[src/rtl/rr_grant_scheduler.sv]
// Round-robin scheduler for 16 requesters sharing one 4-to-16 decode path.
// Grants one owner at a time; ownership ends on done, request drop or hold limit.
module rr_grant_scheduler #(
    parameter int HOLD_MAX = 8
) (
    input  logic        clk,
    input  logic        rst,
    input  logic [15:0] req,
    input  logic        done,
    output logic        grant_valid,
    output logic [3:0]  grant_idx,
    output logic [15:0] grant_onehot,
    output logic        timeout
);

    localparam logic [7:0] HOLD_LAST = 8'(HOLD_MAX - 1);

    typedef enum logic {IDLE, GRANT} state_t;

    state_t      state_reg;
    logic [3:0]  ptr_reg;
    logic [7:0]  cnt_reg;

    logic [15:0] req_rot;
    logic [3:0]  pick_off;
    logic [3:0]  pick_idx;
    logic [15:0] pick_onehot;
    logic        owner_req;
    logic        hold_hit;
    logic        release_now;

    // Rotate requests so bit 0 is the current highest-priority requester.
    genvar gi;
    generate
        for (gi = 0; gi < 16; gi++) begin : g_rot
            assign req_rot[gi]     = req[ptr_reg + 4'(gi)];
            assign pick_onehot[gi] = (pick_idx == 4'(gi));
        end
    endgenerate

    always_comb begin
        pick_off = 4'd0;
        for (int i = 15; i >= 0; i--) begin
            if (req_rot[i]) begin
                pick_off = 4'(i);
            end
        end
    end

    assign pick_idx    = ptr_reg + pick_off;
    assign owner_req   = req[grant_idx];
    assign hold_hit    = (cnt_reg == HOLD_LAST);
    assign release_now = done | ~owner_req | hold_hit;

    always_ff @(posedge clk or posedge rst) begin
        if (rst) begin
            state_reg    <= IDLE;
            ptr_reg      <= 4'd0;
            cnt_reg      <= 8'd0;
            grant_valid  <= 1'b0;
            grant_idx    <= 4'h0;
            grant_onehot <= 16'h0000;
            timeout      <= 1'b0;
        end else begin
            case (state_reg)
                IDLE: begin
                    timeout <= 1'b0;
                    if (|req) begin
                        state_reg    <= GRANT;
                        grant_valid  <= 1'b1;
                        grant_idx    <= pick_idx;
                        grant_onehot <= pick_onehot;
                        cnt_reg      <= 8'd0;
                    end
                end
                GRANT: begin
                    if (release_now) begin
                        state_reg    <= IDLE;
                        grant_valid  <= 1'b0;
                        grant_onehot <= 16'h0000;
                        ptr_reg      <= grant_idx + 4'd1;
                        // Only a pure hold-limit revocation is reported.
                        timeout      <= hold_hit & ~done & owner_req;
                    end else begin
                        cnt_reg <= cnt_reg + 8'd1;
                        timeout <= 1'b0;
                    end
                end
                default: state_reg <= IDLE;
            endcase
        end
    end

endmodule

[config.mk]
export PLATFORM = sky130hd
export DESIGN_NAME = rr_grant_scheduler
export DESIGN_NICKNAME = d
export VERILOG_FILES = /design/src/rtl/rr_grant_scheduler.sv
export SDC_FILE = /design/constraint.sdc
export NUM_CORES = 1
export LEC_CHECK = 0
export CAP_MARGIN = 10
export CELL_PAD_IN_SITES_DETAIL_PLACEMENT = 1
export CELL_PAD_IN_SITES_GLOBAL_PLACEMENT = 2
export CORE_AREA = 8 8 76 127
export DETAILED_ROUTE_END_ITERATION = 8
export DIE_AREA = 0 0 84 135
export PLACE_DENSITY_LB_ADDON = 0.08
export SLEW_MARGIN = 0
export SYNTH_ARGS = -nofsm -noshare
export SYNTH_HDL_FRONTEND = slang
export SYNTH_SLANG_ARGS = --single-unit
[constraint.sdc]
create_clock -name clk -period 9.9 [get_ports clk]
set_input_delay 2.97 -clock clk [delete_from_list [all_inputs] [get_ports clk]]
set_output_delay 2.97 -clock clk [all_outputs]
set_load 0.05 [all_outputs]
==> results of run 1 <==
## layout by cell type, fill, tap and decap left out, drive strengths merged, types with 2 or more instances in the layout
cell type      Yosys  routed
o41ai              3       3
a21o               2       2
ha                12      12
dfrtp             35      35
inv               13      13
clkbuf             9       6
nor4               6       6
nand3              8       8
nand2b             2       2
xnor2             11      11
o21ai             10      10
and3               2       2
a31oi              2       2
a21oi             10      10
nand3b             5       5
nand2             17      17
a32o               8       8
mux2i              9       9
or2                2       2
mux2               4       4
o31ai              7       7
clkdlybuf4s50      0      40
xor2               6       6
buf                7       3
nor2              20      20
mux4              35      35
nor3               2       2
## metrics by stage
step	cells	hold slack (ns)	util [%]
finish	389	0.478	46.2
global route	389	0.514	46.2
CTS	389	0.490	46.2
detailed placement	382	0.474	44.4
global placement	382	0.464	44.4
floorplan	265	0.493	-
## per-layer routing
metal	up-vias	track usage, %	part of all wire [%]
met4	0	6.56	2.3
met2	45	29.4	55
met5	-	0	0
met3	10	2.17	2.3
met1	1247	16.7	40
li1	1106	-	-
## layout make-up
| cell class | instances | area share, % |
|---|---|---|
| clock buffer | 6 | 3.80 |
| clock inverter | 1 | 0.137 |
| multi-input combinational | 201 | 56.1 |
| timing repair buffer | 43 | 11.6 |
| tap | 90 | 3.08 |
| sequential | 35 | 24.0 |
| inverter | 13 | 1.34 |
## cell families after synthesis
kind of cell / count (synthesis) / share of synthesized area [%]
mux: 48 / 31.7
compound gates: 49 / 12.1
flops: 35 / 28.5
fa+ha+maj: 13 / 5.54
xor+xnor: 17 / 5.10
buf+inv: 29 / 4.69
simple gates: 74 / 12.4
## worst max-delay path, cell delays in order
cell,delay (ns)
sky130_fd_sc_hd__clkdlybuf4s50_1,0.50
sky130_fd_sc_hd__mux4_1,0.63
sky130_fd_sc_hd__mux4_2,0.52
sky130_fd_sc_hd__nor2_1,0.25
sky130_fd_sc_hd__o31ai_1,0.12
sky130_fd_sc_hd__and3_1,0.20
sky130_fd_sc_hd__o41a_1,0.41
sky130_fd_sc_hd__ha_1,0.29
sky130_fd_sc_hd__a21o_1,0.15
sky130_fd_sc_hd__a21oi_1,0.17
sky130_fd_sc_hd__xnor2_1,0.12
sky130_fd_sc_hd__xnor2_2,0.70
sky130_fd_sc_hd__a32o_1,0.29
## how the worst max path moves through the flow
| stage | start | endpoint | depth (start not counted) |
|---|---|---|---|
| after floorplan | req[7] | grant_onehot[2] | 13 |
| after global placement | req[10] | grant_onehot[3] | 13 |
| after detailed placement | req[7] | grant_onehot[4] | 13 |
| after CTS | req[7] | grant_onehot[4] | 13 |
| after global routing | req[11] | grant_onehot[15] | 13 |
| final | req[7] | grant_onehot[4] | 13 |
==> run summary, run 1 <==
The die footprint came out at 11300 µm². After layout, the worst path uses 71.9% of the clock period. For the worst setup path, the data arrival time is 7.32 ns. Counting every net in the synthesized netlist gives 297. Setup repair after global routing left no endpoint under its margin. The worst hold path belongs to the class reg2reg. In this run, synthesis produced a sequential element count of 35.

For this block, the initial DRC count from the detailed router was 73. Prior to clock tree synthesis, the placed netlist has a worst setup slack of 2.53 ns. The count of instances resized after the clock tree is built came out at 0. The accumulated negative setup slack came out at 0 ns.

The maximum clock rate came out at 0.141 GHz. At the worst endpoint, the required time is 10.11 ns. The maximum count of clock buffers along a single path is 2. STA classifies the critical path endpoint as a flip-flop. Relative to the synthesized area, the layout overhead comes to 19.0%. The cell depth of the worst flop-to-flop path came out at 14. The sum of overflow across all layers after global routing is 0. For this run, the total global-route usage over all layers was measured as 15.6%. The synthesized area divided by synthesized cell count is 11.6 µm². The worst hold path terminates at grant_valid. The first global-routing pass estimated 14.1 mm of wire. The standard cell area after detailed placement is 3510 µm². The share of Yosys cell area claimed by the top area cell type is 28.5%. By instance count, the leading cell after synthesis is sky130_fd_sc_hd__dfrtp_1. The count of flip-flops with a built-in enable after synthesis is 0. The worst path meets setup with 2.78 ns of slack. The clock net in this run drives a total of 35 sinks. The final design area excluding fillers is 3650 µm².

The count of buffers inserted at the top-level ports is 40. During I/O placement, the number of pins put on the boundary was 41. The number of iterations in the first detailed-routing pass is 6. For the pin with the worst max-slew slack, the measured transition is 1.07 ns. The post-detailed-route via-to-cell ratio is 6.19.

Ranked by instance count, the synthesized netlist is headed by 35 x sky130_fd_sc_hd__dfrtp_1, 22 x sky130_fd_sc_hd__mux4_2, 20 x sky130_fd_sc_hd__nor2_1. At the end of routability-driven placement, the weighted congestion stood at 0.822. The clock insertion delay at the later pin of the skew report came out at 0.28 ns. The core box area is 7910 µm². The relative max-transition margin is 28.6%. In this run the critical register-to-register path is launched from ptr_reg[1].

The share of synthesized area occupied by flip-flops and latches came out at 28.5%. The number of global-route vias before repair is 2586. The number of max-slew violations in the final report was 0.

The gate count after technology mapping is 265. The area taken by flip-flops and latches is 876 µm². For the final database, setup skew stands at 0.00541 ns. The H-tree was split into 2 levels.

After detailed routing, the number of remaining DRC violations is 0. In this run the cell area of the synthesized design comes to 3070 µm². The number of buffers inserted during clock tree synthesis is 5. Summed over all nets, the half-perimeter wirelength after detailed placement is 6.59 mm.

The die height came out at 135 µm. The number of endpoints with negative hold slack in the final report is 0. The count of fill cells added during filler insertion is 855.

The initial antenna violation count is 0. The number of warnings reported in the yosys synthesis log came out at 0. TritonCTS built the clock tree. The die is 84 µm wide. The post-synthesis cell type with the largest combined area is sky130_fd_sc_hd__dfrtp_1. In this run, distinct cell masters in the synthesized netlist total 51. By area the synthesized netlist is led by sky130_fd_sc_hd__dfrtp_1 29%, sky130_fd_sc_hd__mux4_2 16%, sky130_fd_sc_hd__mux4_1 11%. The largest driver fanout on the critical path came out at 17. The remaining number of nets flagged by the antenna check after routing came out at 0. STA classifies the critical path startpoint as an input port. The total setup buffers inserted after CTS is 0. The root buffer selected by CTS is sky130_fd_sc_hd__clkbuf_16. The cell depth of the worst hold path is 1.

The max-capacitance violation count is 0. The number of hold buffers added after CTS is 0. For the finished layout, the period the worst path requires is 7.12 ns. For this run, the leading register cell type out of synthesis is sky130_fd_sc_hd__dfrtp_1. The number of vias in the routed layout is 2408. The total wire length after detailed routing came out at 8.66 mm. Setup violations remaining at the end of the flow were counted as 0. The run finished with clean final reports. The async set-reset flop share out of synthesis came out at 100%. The repair_antennas step left the layout with diodes totalling 0.

The worst hold path begins at grant_valid. After clock tree synthesis, the clock-pin slew on the worst setup and hold paths is 0.05 ns. The count of standard-cell rows is 43. The endpoint identified for the worst register-to-register timing path is grant_onehot[4]. The multi-input combinational cells in the finished layout cover a total of 2050 µm². The critical path is of the in2reg type. The starting density of the core came out at 38.8%. The number of flip-flops in the largest register is 16. For this run, the post-layout net count is 331. The pin count of the biggest net entering global routing is 36.

The share of final-layout standard cells stronger than drive strength 1 came out at 14.0%. In the final routed layout, each cell accounts on average for 22.3 µm. Across all register-to-register paths, the minimum setup slack is 4.53 ns.
Power of run 1 is not shown: default switching activity piles up to over one toggle a cycle in this logic, so the estimate is an artifact.
==> run 2, diff against run 1 <==
- CORE_AREA: 8 8 76 127 -> 8 8 81 137
- DIE_AREA: 0 0 84 135 -> 0 0 89 145
- clock period: 9.9 -> 5.8 ns (I/O delays scaled with it)
==> run 2 against run 1 <==
Compared with the run above: die area grew 14%; core utilization decreased by 5.1 points; via count is 2.5% higher; sequential share of layout area down 1.0 points; wire length rose by 5.6%; critical path depth fell by 3; non-clock buffer count increased by 15; register-to-register slack worse by 3.2 ns; cell count grew 12%; clock skew barely moved; highest routed layer unchanged.
==> run summary, run 2 (synthesis gave the netlist of run 1 again) <==
Outcome: completed (unchanged). The number of hold buffers added after CTS is 0 (unchanged). The most heavily used metal layer in global routing is met2 (unchanged). The total global routing track utilization is 14.9% (was 15.6%). The element type at the critical path end is a flip-flop (unchanged).

The initial antenna violation count came out at 0 (unchanged). The arrival time at the worst endpoint came out at 5.57 ns (was 7.32 ns). The root buffer selected by CTS is sky130_fd_sc_hd__clkbuf_16 (unchanged). The number of flip-flops in the largest register is 16 (unchanged). The number of nets in the layout came out at 346 (was 331). The number of iterations in the first detailed-routing pass came out at 4 (was 6). The fraction of met2 tracks used by global routing is 26.7% (was 29.4%).

The count of fill cells added during filler insertion came out at 1069 (was 855). The final worst clock skew came to 0.00584 ns (was 0.00541 ns). The sum of overflow across all layers after global routing was 0 (unchanged).

The diode insertion count for antenna repair is 0 (unchanged). The most frequent standard cell in the layout excluding fill and tap cells is sky130_fd_sc_hd__clkdlybuf4s50_1 (unchanged). The post-route core utilization is 41.1% (was 46.2%). The number of top-level pins is 41 (unchanged).

The transition at the pin with the smallest max-transition slack came out at 1.08 ns (was 1.07 ns). The smallest clock period supported by the final layout is computed as 5.44 ns. The final routed DRC violation total came out at 0 (unchanged). Most frequent cells in the layout: 40 x sky130_fd_sc_hd__clkdlybuf4s50_1, 35 x sky130_fd_sc_hd__dfrtp_1, 22 x sky130_fd_sc_hd__mux4_2 (unchanged). The post-detailed-route via-to-cell ratio was 5.65 (was 6.19).

The die outline width came out at 89 µm (was 84 µm). The total setup buffers inserted after CTS came out at 0 (unchanged). The number of vias in the routed layout is 2468 (was 2408). The final estimated routing congestion in global placement is 0.802 (was 0.822). The standard cell area after detailed placement came out at 3670 µm² (was 3510 µm²).

The largest driver fanout on the critical path came out at 8 (was 17). The required arrival time at the worst endpoint is 5.92 ns (was 10.11 ns). The count of final setup violators is 0 (unchanged). The total number of H-tree levels is 2 (unchanged). The relative area change from synthesis to final layout is 24.5% (was 19.0%). The fraction of met1 tracks used by global routing came out at 15.4% (was 16.7%). The share of the cycle needed by the critical path after routing came out at 93.8%. The average wire length per cell after detail routing is 20.9 µm (was 22.3 µm). The classification of the worst-slack hold path is reg2reg (unchanged).

The die footprint is 12900 µm² (was 11300 µm²). The relative max-transition margin came out at 28.0% (was 28.6%). The met3 demand-to-capacity share in global routing came out at 2.32% (was 2.17%).

The maximum clock rate came out at 0.184 GHz. Setup repair after global routing missed its margin: no (unchanged). The kind of start point of the critical path was an input port (unchanged). The area taken by flip-flops and latches is 876 µm² (unchanged). The HPWL after detailed placement came out at 7.10 mm (was 6.59 mm).

The core box area came out at 9290 µm² (was 7910 µm²). The global-route wire length before repair was 14.8 mm (was 14.1 mm). The violation count after the first detailed-routing iteration is 105 (was 73).

The pin count of the biggest net entering global routing came out at 36 (unchanged). The CTS tree is yes (unchanged). The count of instances resized after the clock tree is built came to 0 (unchanged).

The type of the setup path with the least slack is in2reg (unchanged). The clock insertion delay at the later pin of the skew report is 0.28 ns (about the same). The number of endpoints with negative hold slack in the final report came to 0 (unchanged). The multi-input logic area came out at 2050 µm² (unchanged). The starting density of the core came out at 33.0% (was 38.8%). The remaining number of nets flagged by the antenna check after routing is 0 (unchanged). The share of final-layout standard cells stronger than drive strength 1 came out at 18.4% (was 14.0%).

The number of buffers inserted during clock tree synthesis is 5 (unchanged). The accumulated negative setup slack is 0 ns (unchanged). The maximum count of clock buffers along a single path is 2 (unchanged). The total wire length after detailed routing came out at 9.14 mm (was 8.66 mm). The number of max-slew violations in the final report is 0 (unchanged). The count of buffers inserted at the top-level ports came to 40 (unchanged). The max-capacitance violation count came out at 0 (unchanged). The number of sinks on the clock net is 35 (unchanged). The count of standard-cell rows came out at 47 (was 43).

The clock input transition at the sequential cells of the worst setup and hold paths came out at 0.06 ns (was 0.05 ns). The final design area excluding fillers is 3820 µm² (was 3650 µm²). The die height came out at 145 µm (was 135 µm). The number of global-route vias before repair is 2732 (was 2586).
## run 2: per-stage QoR
| step | instances | hold slack [ns] | worst slack, ns |
|---|---|---|---|
| final | 437 | 0.485 | 0.359 |
| after global routing | 437 | 0.514 | 0.177 |
| after CTS | 437 | 0.487 | 0.323 |
| after detailed placement | 429 | 0.471 | 0.0130 |
| after global placement | 429 | 0.467 | 0.0841 |
| after floorplan | 265 | 0.493 | 0.784 |
## run 2: path summary, 6_finish.rpt
check | start | endpoint | slack (ns) | cells past startpoint
min | grant_valid | grant_valid | 0.49 | 1
max in group asynchronous | rst | grant_onehot[2] | 3.61 | 3
max | req[10] | grant_onehot[8] | 0.36 | 10
min reg2reg | grant_valid | grant_valid | 0.49 | 1
max reg2reg | ptr_reg[0] | grant_onehot[8] | 1.34 | 10
min in group asynchronous | rst | grant_idx[1] | 1.87 | 3
## run 2: area by class of cell
type | instances | share of cell area, %
multi-input cells | 201 | 53.7
well taps | 122 | 4.00
flip-flops and latches | 35 | 22.9
clock inverters | 3 | 0.524
inverters | 13 | 1.28
repair buffers | 58 | 14.3
clock buffers | 5 | 3.28
## run 2: routing by layer
| layer | vias up | routed length (µm) |
|---|---|---|
| met5 | - | 0 |
| met4 | 0 | 474 |
| met3 | 26 | 245 |
| met2 | 47 | 5050 |
| met1 | 1259 | 3370 |
| li1 | 1136 | - |
## run 2: worst max-delay path: stages
cell	delay [ns]
sky130_fd_sc_hd__clkdlybuf4s50_1	0.54
sky130_fd_sc_hd__mux4_1	0.60
sky130_fd_sc_hd__mux4_1	0.56
sky130_fd_sc_hd__nor2_1	0.14
sky130_fd_sc_hd__o31ai_1	0.09
sky130_fd_sc_hd__and3_1	0.19
sky130_fd_sc_hd__o41a_1	0.41
sky130_fd_sc_hd__fa_1	0.46
sky130_fd_sc_hd__xor2_1	0.63
sky130_fd_sc_hd__o31ai_1	0.20
Power of run 2 is left out for the same reason.
